[src/rtl/mips_single_cycle_cpu.sv]
// mips_single_cycle_cpu: single-cycle MIPS subset core with combinational instruction and data memory ports.
// Optional jal/jr support is enabled by defining MIPS_JAL_JR_EN.
module mips_single_cycle_cpu (
  input  logic        clk,
  input  logic        rst,
  output logic [31:0] inst_adr,
  input  logic [31:0] inst,
  output logic [31:0] data_adr,
  input  logic [31:0] data_out,
  output logic [31:0] data_in,
  output logic        mem_read,
  output logic        mem_write
);
  logic [31:0] pc_q, pc_d, pc4, rs_v, rt_v, sext, alu_b, alu_res, wd;
  logic [31:0] rf_q [32];
  logic [5:0]  op, fn;
  logic [4:0]  rs, rt, rd, wa;
  logic        is_r, r_add, r_sub, r_and, r_or, r_slt;
  logic        i_addi, i_slti, i_lw, i_sw, i_beq, i_j, is_jal, is_jr, we;
  assign op   = inst[31:26];
  assign fn   = inst[5:0];
  assign rs   = inst[25:21];
  assign rt   = inst[20:16];
  assign rd   = inst[15:11];
  assign sext = {{16{inst[15]}}, inst[15:0]};
  assign pc4  = pc_q + 32'd4;
  assign rs_v = rf_q[rs];
  assign rt_v = rf_q[rt];
  assign is_r   = op == 6'b000000;
  assign r_add  = is_r && fn == 6'b100000;
  assign r_sub  = is_r && fn == 6'b100010;
  assign r_and  = is_r && fn == 6'b100100;
  assign r_or   = is_r && fn == 6'b100101;
  assign r_slt  = is_r && fn == 6'b101010;
  assign i_addi = op == 6'b001000;
  assign i_slti = op == 6'b001010;
  assign i_lw   = op == 6'b100011;
  assign i_sw   = op == 6'b101011;
  assign i_beq  = op == 6'b000100;
  assign i_j    = op == 6'b000010;
`ifdef MIPS_JAL_JR_EN
  assign is_jal = op == 6'b000011;
  assign is_jr  = is_r && fn == 6'b001000;
`else
  assign is_jal = 1'b0;
  assign is_jr  = 1'b0;
`endif
  always_comb begin
    alu_b   = is_r ? rt_v : sext;
    alu_res = r_sub ? rs_v - alu_b :
              r_and ? rs_v & alu_b :
              r_or  ? rs_v | alu_b :
              (r_slt || i_slti) ? {31'd0, $signed(rs_v) < $signed(alu_b)} :
              rs_v + alu_b;
    we = r_add || r_sub || r_and || r_or || r_slt || i_addi || i_slti || i_lw || is_jal;
    wa = is_r ? rd : is_jal ? 5'd31 : rt;
    wd = i_lw ? data_out : is_jal ? pc4 : alu_res;
    pc_d = (i_j || is_jal) ? {pc4[31:28], inst[25:0], 2'b00} :
           (i_beq && rs_v == rt_v) ? pc4 + {sext[29:0], 2'b00} :
           is_jr ? rs_v : pc4;
  end
  // rf_q[0] is never written, so r0 reads zero without a read-port mux
  always_ff @(posedge clk or negedge rst)
    if (!rst) begin
      pc_q <= 32'd0;
      for (int i = 0; i < 32; i++) rf_q[i] <= 32'd0;
    end else begin
      pc_q <= pc_d;
      if (we && wa != 5'd0) rf_q[wa] <= wd;
    end
  assign inst_adr  = pc_q;
  assign data_adr  = alu_res;
  assign data_in   = rt_v;
  assign mem_read  = rst && i_lw;
  assign mem_write = rst && i_sw;
endmodule

[config.mk]
export PLATFORM = sky130hd
export DESIGN_NAME = mips_single_cycle_cpu
export DESIGN_NICKNAME = d
export VERILOG_FILES = /design/src/rtl/mips_single_cycle_cpu.sv
export SDC_FILE = /design/constraint.sdc
export NUM_CORES = 2
export LEC_CHECK = 0
export BUFFER_PORTS_ARGS = -buffer_cell sky130_fd_sc_hd__clkbuf_2
export CORE_MARGIN = 1.5
export CORE_UTILIZATION = 58
export DETAILED_ROUTE_END_ITERATION = 8
export PLACE_DENSITY_LB_ADDON = 0.12
export SYNTH_ARGS = -nofsm -noshare
export SYNTH_HDL_FRONTEND = slang
export SYNTH_SLANG_ARGS = --single-unit
[constraint.sdc]
create_clock -name clk -period 4.45 [get_ports clk]
set_input_delay 0 -clock clk [delete_from_list [all_inputs] [get_ports clk]]
set_output_delay 0 -clock clk [all_outputs]
set_load 0.02 [all_outputs]
==> impl_results.md <==
- DIE WIDTH: 331 µm
- Ordered cell list for the critical path: mux4_2 > a22oi_2 > nand3_2 > a221o_2 > a21oi_2 > inv_2 > buf_6 > ha_4 > fa_2 > o21bai_1 > a21oi_2 > o21bai_2 > buf_4 > nand3b_1 > o2111ai_4 > a31oi_4 > o21bai_1 > a21oi_1 > xnor2_1 > buf_4 > a21oi_2 > clkbuf_8
- Power per cell area: 338 nW/µm²
- Total routed wirelength: 268000 µm
- Relative slew margins: 11.6%
- Fin. max-slew vios: 0
- Clock sinks: approximately 1100
- CTS tree: done
- Commonest non-fill, non-tap cell in the layout: buf_4
- Overflow after GRT: 0
- Switch share: a little under a third
- Critical R2R Launch: rf_q[864]$_DFFE_PN0P_
- Mapped Avg Cell Area: 10.0 µm²
- Synth Instances: 6250
- Effective utilization at floorplan: 58.5%
- Die height: 331 µm
- Worst Tran Pin Value: approximately 1.3 ns
- Share of layout cells above drive strength 1: a little under two fifths
- Clk buf depth: 3
- Hpwl dp: around 180000 µm
- First-pass GRT wire length: around 380000 µm
- CTS Buf Count: 109
- HP Class: primary input to asynchronous set/reset pin
- Asr flop ratio synth: 100%
- Top cell by count, worst path: a21oi_2
- Die ar.: about 110000 µm²
- Startpoint class of the critical path: flip-flop
- Port bufs: approximately 160
- Tmin final: 5.27 ns
- Crit Path Category: flip-flop to output pin
- Fillers: about 7000
- Total GRT Usage: 47.4%
- Status: complete, but fails checks
- Setup WS post-layout: -0.824 ns
- Detail Route Antenna Nets: 0
- Synthesis-to-finish area growth: 33.4%
- Req. time, crit path: 4.45 ns
- Area occupied by multi-input gates: 36000 µm²
- Placeable Area: around 110000 µm²
- Library cells used by synthesis: 97
- H-tree levels: 3
- Top delay family on crit path: compound AO/OA/AOI/OAI gates
- Pint: 19.3 mW
- Clock slew at reported path FFs: 0.06 ns
- Flip-flop and latch area: 26400 µm²
- Peak supply drop: 0.332 mV
- Register bit total from synthesis: approximately 1100
- Clock power frac: between 30% and 40%
- Failing checks: negative hold slack, negative setup slack
- R2R depth: 24
- Most frequent cells in the layout: buf_4, dfrtp_1, nand2_1
- Drt wl/cell: 29.9 µm
- Post-synthesis sequential area ratio: between 40% and 50%
- F_max: approximately 190 MHz
- Stages on worst setup path: 22
- DRC: 0
- Clock Skew: 0.0178 ns
- Vias in the first global route: between 50000 and 60000
- Final nets: 7692
- CP Max Fanout: 2
- Synth warn: 0
- Ys flop type: dfrtp_1
- Logic pwr share: 27.7%
- Max Cap Viol: 0
- EDFF count, synth: 0
- Drt pass-1 iters: 6
- DRT iter0 DRCs: 7917
- WP data arrival: 5.27 ns
- CP Launch Point: rf_q[864]$_DFFE_PN0P_
- NetSw: 8.88 mW
- Cell Rows: 120
- Unrepaired setup endpoints after global routing: true
- Fin crit share: 119%
- CP max-delay cell: mux4_2
- Hold_ws: -0.0560 ns
- Largest net degree at the start of global routing: ~140
- Final hold viol count: 18
- Sequential share of power: 37.8%
- Clock Tree Root: clkbuf_16
- Syn Std Cell Area: between 60000 and 70000 µm²
- Vias per cell: 6.73
- Endpoints failing setup: 867
- Clock latency on the worst-skew pair: 0.73 ns
- GP Congestion: 1.01
- Static Leak: 38.6 nW
- I/O pins: 164
- Crit end category: output pin
- Crit path buffers/inverters: 5
- Antenna violations before repair: 13
- Vias: between 60000 and 70000
- Total power: ~28 mW
- Slowest cell delay on critical path: 0.48 ns
[metrics by stage]
stage / instances / cell area [µm²] / util [%] / worst slack, ns / TNS, ns
2_1_floorplan: 6251 / 63200 / - / -0.269 / -39.18
3_3_place_gp: 8580 / 74500 / 69.7 / -1.16 / -596.22
3_5_place_dp: 8580 / 74500 / 69.7 / -1.29 / -652.05
4_1_cts: 8926 / 80900 / 75.7 / -0.815 / -323.45
5_1_grt: 8984 / 83400 / 78.0 / -0.884 / -472.16
6_report: 8986 / 83400 / 78.0 / -0.824 / -412.06
[sequential cells by signal, summed over array words and instances, names as in the netlist]
register / flops
rf_q: 1024
inst_adr: 30
[repair_timing]
item | CTS | global route
pin swaps | 124 | 240
gates resized for setup | 337 | 528
gates cloned | 12 | 21
buffers inserted | 85 | 45
endpoints found under the setup margin | 837 | 893
hold buffers | 51 | 0
hold endpoints to repair | 1085 | 0
[synthesized netlist by cell type, types with 24 or more instances]
cell type / n / area, µm²
a21oi_1: 415 / 2080
mux2i_1: 338 / 3380
clkbuf_1: 371 / 1390
nor3_1: 35 / 175
xor2_1: 31 / 272
a22oi_1: 106 / 796
o21bai_1: 25 / 188
nand3_1: 84 / 420
a21o_1: 30 / 225
nor2_1: 488 / 1830
o22ai_1: 38 / 238
mux4_2: 403 / 9080
nor2b_1: 33 / 206
o21ai_0: 861 / 4310
dfrtp_1: 1054 / 26400
mux2_2: 24 / 270
nand2b_1: 24 / 150
ha_1: 130 / 1630
xnor2_1: 86 / 753
buf_2: 72 / 360
a211oi_1: 43 / 323
buf_4: 31 / 233
nand2_1: 963 / 3610
buf_6: 47 / 529
inv_1: 125 / 469
o211ai_1: 32 / 240
[worst paths after layout]
check / to / slack [ns]
max: data_adr[20] / -0.82
min: rf_q[290]$_DFFE_PN0P_ / -0.06
max reg2reg: rf_q[126]$_DFFE_PN0P_ / -0.78
min reg2reg: rf_q[1011]$_DFFE_PN0P_ / 0.40
max in group asynchronous: rf_q[761]$_DFFE_PN0P_ / 3.08
min in group clk: inst_adr[17]$_DFF_PN0_ / 0.04
[per-layer routing]
layer  track usage (%)  up-vias  part of all wire [%]
li1                  -    25152                     -
met1              58.6    29633                    34
met2              70.6     4377                    43
met3              14.4     1314                    13
met4              34.8       16                   8.8
met5                 0        -                 0.042
[power by group through the flow]
stage / combinational, mW / clock [mW] / sequential, mW
2_1_floorplan: 3.53 / 0 / 10.8
3_3_place_gp: 6.36 / 0 / 10.8
3_5_place_dp: 6.47 / 0 / 10.8
4_1_cts: 7.00 / 9.73 / 10.6
5_1_grt: 8.19 / 10.1 / 10.7
6_report: 7.80 / 9.73 / 10.7
[area by class of cell]
type	instances	share of cell area, %
Multi-Input combinational cell	4525	43.1
Sequential cell	1054	31.6
Timing Repair Buffer	1678	18.0
Clock buffer	163	3.96
Tap cell	1403	2.11
Inverter	125	0.563
Clock inverter	36	0.551
Antenna cell	2	0.00600
[cells by family (layout without fill, tap and decap cells)]
kind of cell / count (synthesis) / in the layout / synth area share [%]
buffers and inverters: 672 / 2002 / 5.03
AND/OR/NAND/NOR: 1767 / 1767 / 11.9
AO/OA/AOI/OAI: 1737 / 1737 / 16.0
adder cells (fa/ha/maj): 133 / 133 / 2.70
other: 1 / 4 / 0.00600
multiplexers: 769 / 769 / 20.5
XOR/XNOR: 117 / 117 / 1.64
flip-flops: 1054 / 1054 / 42.2
Power figures use the tool's default switching activity.
